==> config.mk <==
export PLATFORM = sky130hd
export DESIGN_NAME = regs_wb_arbiter
export DESIGN_NICKNAME = d
export VERILOG_FILES = /design/src/rtl/regs_wb_arbiter.sv
export SDC_FILE = /design/constraint.sdc
export NUM_CORES = 1
export LEC_CHECK = 0
export ABC_AREA = 1
export BUFFER_PORTS_ARGS = -buffer_cell sky130_fd_sc_hd__buf_2
export CAP_MARGIN = 20
export CORE_MARGIN = 4
export CORE_UTILIZATION = 53
export CTS_BUF_LIST = sky130_fd_sc_hd__clkbuf_8
export DETAILED_ROUTE_END_ITERATION = 8
export PLACE_DENSITY = 0.83
export SYNTH_ARGS = -nofsm -noshare
export SYNTH_HDL_FRONTEND = slang
export SYNTH_SLANG_ARGS = --single-unit
==> constraint.sdc <==
create_clock -name clk -period 1.8 [get_ports clk]
set_clock_uncertainty 0.05 [all_clocks]
set_input_delay 0.18 -clock clk [delete_from_list [all_inputs] [get_ports clk]]
set_output_delay 0.18 -clock clk [all_outputs]
set_load 0.1 [all_outputs]
==> src/rtl/regs_wb_arbiter.sv <==
// regs_wb_arbiter: sole owner of the register-file write port.
// Arbitrates pipeline (P) vs multi-cycle (L) writeback, tracks L hazards.
//
// Ports:
//   clk, rst_n                 clock, async active-low reset
//   p_valid_i/waddr/wdata      pipeline writeback request
//   p_ready_o                  pipeline request granted this cycle
//   l_valid_i/waddr/wdata      multi-cycle writeback request
//   l_ready_o                  L request granted this cycle
//   l_issue_i, l_issue_rd_i    L op issued; marks its rd pending
//   id_reg1/2_raddr_i, id_rd_i ID-stage register operands
//   id_stall_o                 ID hazard on a pending register
//   wb_op_c_o/reg_waddr/we     registered regs write port
module regs_wb_arbiter #(
   parameter int unsigned STARVE_MAX = 4
) (
   input  logic        clk,
   input  logic        rst_n,
   input  logic        p_valid_i,
   input  logic [4:0]  p_waddr_i,
   input  logic [31:0] p_wdata_i,
   output logic        p_ready_o,
   input  logic        l_valid_i,
   input  logic [4:0]  l_waddr_i,
   input  logic [31:0] l_wdata_i,
   output logic        l_ready_o,
   input  logic        l_issue_i,
   input  logic [4:0]  l_issue_rd_i,
   input  logic [4:0]  id_reg1_raddr_i,
   input  logic [4:0]  id_reg2_raddr_i,
   input  logic [4:0]  id_rd_i,
   output logic        id_stall_o,
   output logic [31:0] wb_op_c_o,
   output logic [4:0]  wb_reg_waddr_o,
   output logic        wb_reg_we_o
);

   localparam int CW = 4;
   localparam logic [CW-1:0] SMAX = CW'(STARVE_MAX);

   typedef enum logic [1:0] {
      GNT_NONE,
      GNT_P,
      GNT_L
   } gnt_e;

   gnt_e          gnt;
   logic          starved;
   logic [CW-1:0] starve_cnt;
   logic [CW-1:0] starve_nxt;
   logic [31:0]   pending;
   logic [31:0]   pending_nxt;
   logic [4:0]    w_addr;
   logic [31:0]   w_data;
   logic          w_any;

   assign starved = (starve_cnt == SMAX);

   // Mutually exclusive grant terms: L only beats P once starved.
   always_comb begin
      gnt = GNT_NONE;
      unique case (1'b1)
         (p_valid_i && !(l_valid_i && starved)):
            gnt = GNT_P;
         (l_valid_i && (!p_valid_i || starved)):
            gnt = GNT_L;
         default:
            gnt = GNT_NONE;
      endcase
   end

   // Readies are forced low while reset is asserted.
   assign p_ready_o = rst_n && (gnt == GNT_P);
   assign l_ready_o = rst_n && (gnt == GNT_L);

   always_comb begin
      w_any  = 1'b0;
      w_addr = p_waddr_i;
      w_data = p_wdata_i;
      unique case (gnt)
         GNT_P: begin
            w_any  = 1'b1;
            w_addr = p_waddr_i;
            w_data = p_wdata_i;
         end
         GNT_L: begin
            w_any  = 1'b1;
            w_addr = l_waddr_i;
            w_data = l_wdata_i;
         end
         default: begin
            w_any  = 1'b0;
         end
      endcase
   end

   always_comb begin
      starve_nxt = '0;
      if (l_valid_i && (gnt != GNT_L)) begin
         if (starved) begin
            starve_nxt = starve_cnt;
         end else begin
            starve_nxt = starve_cnt + CW'(1);
         end
      end
   end

   // Clear first, then set: an issue to the same rd keeps it pending.
   always_comb begin
      pending_nxt = pending;
      if (gnt == GNT_L) begin
         pending_nxt[l_waddr_i] = 1'b0;
      end
      if (l_issue_i && (l_issue_rd_i != 5'd0)) begin
         pending_nxt[l_issue_rd_i] = 1'b1;
      end
      pending_nxt[0] = 1'b0;
   end

   // Stall uses the registered scoreboard only, so it drops one
   // cycle after the clearing grant, together with the regs write.
   assign id_stall_o = pending[id_reg1_raddr_i]
                     | pending[id_reg2_raddr_i]
                     | pending[id_rd_i];

   always_ff @(posedge clk or negedge rst_n) begin
      if (!rst_n) begin
         starve_cnt <= '0;
         pending    <= '0;
      end else begin
         starve_cnt <= starve_nxt;
         pending    <= pending_nxt;
      end
   end

   // x0 writes complete the handshake but never assert the enable.
   always_ff @(posedge clk or negedge rst_n) begin
      if (!rst_n) begin
         wb_reg_we_o    <= 1'b0;
         wb_reg_waddr_o <= '0;
         wb_op_c_o      <= '0;
      end else begin
         wb_reg_we_o <= w_any && (w_addr != 5'd0);
         if (w_any) begin
            wb_reg_waddr_o <= w_addr;
            wb_op_c_o      <= w_data;
         end
      end
   end

endmodule

### Word-level counts from Yosys, hierarchy flattened

Index checks and enable logic that the tools add are counted.

| storage, ports and cells | value |
|---|---|
| flip-flop bits (word level) | 73 |
| logic and storage cells | 57 |
| output and inout port bits | 41 |
| input bits | 99 |

| cells by class | value |
|---|---|
| add/subtract/negate cells | 1 |
| mux-type cells | 18 |
| equal/unequal tests | 5 |
| reduce and logical (&&, ||, !) cells | 16 |
| bitwise logic cells | 5 |
| $lt $le $gt $ge | 7 |

Operators with widths:

| operator | number |
|---|---|
| two-way mux 32 bit | 3 |
| AND 32 bit | 1 |
| NOT 32 bit | 1 |
| OR 32 bit | 1 |
| less-than comparator 5 x 6 -> 1 bit, second input constant | 5 |
| binary-select mux 1 bit (select 5 bit) | 3 |
| demux 1 bit (select 5 bit) | 2 |
| greater-or-equal comparator 5 x 1 -> 1 bit, second input constant | 2 |
| logical AND 1 bit | 10 |
| nonzero test 5 bit | 2 |
| two-way mux 4 bit | 2 |
| two-way mux 1 bit | 6 |
| two-way mux 5 bit | 1 |
| adder 4 x 1 -> 4 bit, second input constant | 1 |
| == test 4 x 3 -> 1 bit, second input constant | 1 |
| != test 2 bit, second input constant | 2 |
| one-hot mux 2 bit (2 select lines) | 1 |
| == test 2 x 1 -> 1 bit, second input constant | 1 |
| == test 2 bit, second input constant | 1 |
| logical NOT 1 bit | 2 |
| OR 1 bit | 2 |
| OR reduction 2 bit | 1 |
| logical OR 1 bit | 1 |

### Logic depth before layout (Yosys ltp)

| depth | value |
|---|---|
| depth in word-level cells | 9 |
| depth in mapped cells | 11 |
| mapped depth without buffers | 11 |

### Worst setup path after synthesis

Ideal clock, no wire load.

| timing path | value |
|---|---|
| path kind | register to output |
| start point | register starve_cnt[0] |
| end point | output l_ready_o |
| data required time | 1.570 ns |
| arrival | 2.339 ns |
| buffers on the path | 1 |
| stages on the path, launching flop included | 8 |
| path slack | -0.769 ns |
| cell sequence | dfrtp_1 -> inv_1 -> ha_1 -> nand4_2 -> nand2_4 -> inv_4 -> buf_2 -> nor2_1 |

| on the way | value |
|---|---|
| word-level cells in the longest chain between the ends | 7 |
| elaborated cells between the ends (all ways) | 9 |
| those cells by class | 2 x eq/ne; 1 x mux; 6 x reduce/logical |

Ends and longest elaborated chain:

| what | RTL line | text |
|---|---|---|
| start, declared | 49 | `logic [CW-1:0] starve_cnt;` |
| start signal, assigned | 131 | `starve_cnt <= starve_nxt;` |
| == test 4 x 3 -> 1 bit (*) | 57 | `assign starved = (starve_cnt == SMAX);` |
| logical AND 1 bit | 63 | `(p_valid_i && !(l_valid_i && starved)):` |
| logical NOT 1 bit | 63 |  |
| logical AND 1 bit | 63 |  |
| one-hot mux 2 bit (2 select lines) (*) | 62 | `unique case (1'b1)` |
| == test 2 bit (*) | 74 | `assign l_ready_o = rst_n && (gnt == GNT_L);` |
| logical AND 1 bit (*) | 74 |  |
| end, declared | 26 | `output logic l_ready_o,` |

Every way passes the cells marked *; elsewhere a longest branch is shown, timed or not.

### Worst setup path in the final report

| timing path | value |
|---|---|
| start point | register pending[20] |
| end point | output id_stall_o |

| on the way | value |
|---|---|
| word-level cells in the longest chain between the ends | 4 |
| elaborated cells between the ends (all ways) | 8 |
| those cells by class | 6 x mux; 2 x bitwise |

Ends and longest elaborated chain:

| what | RTL line | text |
|---|---|---|
| start, declared | 51 | `logic [31:0] pending;` |
| start signal, assigned | 132 | `pending <= pending_nxt;` |
| binary-select mux 1 bit (select 5 bit) (on tied branches) | 122, 123 |  |
| two-way mux 1 bit (on tied branches) | 122, 123 |  |
| OR 1 bit | 123 | `\| pending[id_reg2_raddr_i]` |
| OR 1 bit (*) | 124 | `\| pending[id_rd_i];` |
| end, declared | 32 | `output logic id_stall_o,` |

Every way passes the cells marked *; elsewhere a longest branch is shown, timed or not. The select of a mux whose other input is x is not followed.

==> key figures <==
Global routing
  • Global Route Usage Sum: approximately 29%
  • First-pass GRT wire length: 22,500 µm
  • Vias in the first global route: 4,673
  • Largest net degree at the start of global routing: 74
  • Total gr overflow: 0
  • Antenna violations before repair: 0

Power
  • P per Cell Area: roughly 1000 nW/µm²
  • Pleak: approximately 0.0028 µW
  • VDD IR max: 0.000701 V

Layout
  • Layout area overhead: 27.9%
  • Multi-input gate area: 2210 µm²
  • Fin util: between 70% and 80%
  • Sequential Area: 1840 µm²
  • Layout Nets: 871
  • Fill count: approximately 650
  • Layout cells sized above 1: between 20% and 30%
  • ANT cells: 0

STA
  • Period utilization: 102%
  • Final max-slew violation count: 0
  • Fmax: 542 MHz
  • RSZ-0062 raised after global routing: true
  • Worst setup margin: -44.6 ps
  • Final min period: roughly 1800 ps
  • Hold Worst Slack: roughly 27 ps
  • Endpoints failing hold: 0
  • # setup viols final: 1
  • Relative slew slack: 34.2%
  • Worst slew pin tran: between 900 and 1000 ps

Synthesis
  • Mapped Area: 4340 µm²
  • Asr flop ratio synth: 100%
  • Unique masters post-synth: 30
  • Syn Inst Count: around 630
  • EDFF count, synth: 0
  • Syn. warnings: 0
  • #FFs+latches synth: 73
  • Seq/Total Area, Yosys: roughly 42%
  • Top-count cell post-synth: nand2_1
  • Top_reg_cell synth: dfrtp_1
  • Post-Syn Nets: 728
  • Yosys top cell area share: ~42%
  • Synth area leaders: dfrtp_1 42%, nand2_1 15%, nand3_1 9.9%
  • Commonest cells in the netlist: 168 x nand2_1, 86 x nand3_1, 73 x dfrtp_1, 64 x a21oi_1, 58 x nor2_1
  • Largest area contributor in the netlist: dfrtp_1
  • Post-synthesis average cell area: approximately 7 µm²

Status
  • Outcome: complete, but fails checks
  • Failing checks: negative setup slack

Setup path
  • Reg2reg start: starve_cnt[0]
  • Type of destination of the critical path: output port
  • Reg2reg end: wb_reg_we_o
  • Critical Path AT: about 1600 ps
  • Crit path launch: pending[20]
  • Worst R2R Path Depth: 11
  • Critical path type: flop to output port
  • End of the critical path: id_stall_o
  • Crit Path Max Fanout: 4
  • Critical Path RT: ~1600 ps
  • Critical Path Source Type: flop
  • Setup slack, reg-to-reg: approximately 40 ps

Floorplanning
  • Die area: just under 10,000 µm²
  • Die span in y: approximately 100 µm
  • Initial Util: 55.4%
  • Core ar.: 7850 µm²
  • Die X-Extent: between 90 and 100 µm
  • IO Pins: 140
  • Rows: 32

Routing
  • Routed len/inst: approximately 16 µm
  • 1st-pass router iterations: 5
  • Via count: 4,960
  • DRC: 0
  • WL final: 14,300 µm
  • Starting DRT DRC Count: between 400 and 500
  • Vias per cell: roughly 5.7
  • Final ANT Viol Nets: 0

Clock network
  • Clk pin slew, worst setup/hold paths: about 90 ps
  • Clock buffer depth: 2
  • CTS tree: built
  • Clock Latency Late Sink: 340 ps
  • Clock Tree Root: clkbuf_8
  • CTS buffer count: 9
  • CTS sink count: 73
  • H-tree levels: 3

Placement
  • DP HPWL: 10,200 µm
  • Routability cong.: 1.07
  • Port-buffer cells: around 140
  • Post-Place Worst Slack: 46.2 ps

Hold path
  • Tightest Hold Check Type: input port to flop

Run
  • Max cap viols: 0
routing by layer:
| layer | part of all wire (%) | up-vias | track usage, % | wire length [µm] |
|---|---|---|---|---|
| met2 | 48 | 291 | 46.9 | 6840 |
| li1 | - | 2345 | - | - |
| met1 | 40 | 2277 | 37.7 | 5650 |
| met3 | 8.6 | 47 | 5.10 | 1220 |
| met5 | 0 | - | 0 | 0 |
| met4 | 3.8 | 0 | 12.4 | 539 |
placed cells by master (no fill, tap or decap), types with 6 or more instances in the layout:
cell type	count
a21oi_1	64
buf_2	136
buf_4	15
clkbuf_8	11
dfrtp_1	63
dfrtp_2	10
inv_1	50
inv_2	8
nand2_1	162
nand2_2	6
nand3_1	81
nand3_2	6
nor2_1	56
nor3_1	7
o21ai_0	30
o21ai_1	26
critical path, stage by stage (launching register included):
cell     delay (ps)
dfrtp_2         470
nor2_1          120
nor2_1           40
o21ai_1          70
nand3_1          80
nand3_1          70
nand3_1          80
nand2_2          90
nand3_2          80
buf_12          170
timing repair:
item / CTS / global route
gates resized for setup: 19 / 31
hold buffers: 1 / 0
endpoints found under the setup margin: 2 / 21
cloned: 0 / 1
buffers inserted: 6 / 5
pin swaps: 9 / 10
hold endpoints to repair: 73 / 0
power by group:
part	internal, µW	total (µW)	switching, µW
sequential	1910	2240	328
clock	712	1330	621
combinational	537	2010	1470
total	3160	5580	2420
metrics by stage:
stage / setup TNS (ps) / std cells / total power (µW) / instance area [µm²]
detailed placement: 0 / 848 / 4120 / 5130
global route: -359 / 877 / 5840 / 5560
floorplan: -302 / 627 / 3530 / 4350
CTS: -45.6 / 871 / 5490 / 5420
finish: -44.6 / 877 / 5580 / 5560
global placement: 0 / 848 / 4090 / 5130
cell type report:
class	count	area share, %
clock buffer	11	2.72
multi-input combinational	466	39.8
timing repair inverter	1	0.158
sequential	73	33.1
tap	102	2.30
timing repair buffer	159	16.7
clock inverter	5	0.991
inverter	60	4.32
logic make-up (layout without fill, tap and decap cells):
kind of cell	after synthesis	count (layout)	share of synthesized area [%]
XOR/XNOR	2	2	0.403
flip-flops	73	73	42.1
AO/OA/AOI/OAI	135	135	16.0
adder cells (fa/ha/maj)	2	2	0.576
AND/OR/NAND/NOR	327	327	32.1
buffers and inverters	88	236	8.93
worst min-delay path by stage:
| stage | startpoint | end | slack, ps | cells after the start |
|---|---|---|---|---|
| after floorplan | rst_n | pending[10] | -170 | 0 |
| after global placement | rst_n | wb_op_c_o[13] | 200 | 2 |
| after detailed placement | rst_n | wb_op_c_o[19] | 200 | 2 |
| after CTS | p_wdata_i[6] | wb_op_c_o[6] | 20 | 3 |
| after global routing | p_wdata_i[11] | wb_op_c_o[11] | 20 | 3 |
| final | p_wdata_i[6] | wb_op_c_o[6] | 30 | 3 |
registers in the layout (all words and copies together), names as in the netlist:
register / count
pending: 31
starve_cnt: 4
wb_op_c_o: 32
wb_reg_waddr_o: 5
wb_reg_we_o: 1
Note: power is estimated with default switching activity, not from simulation.
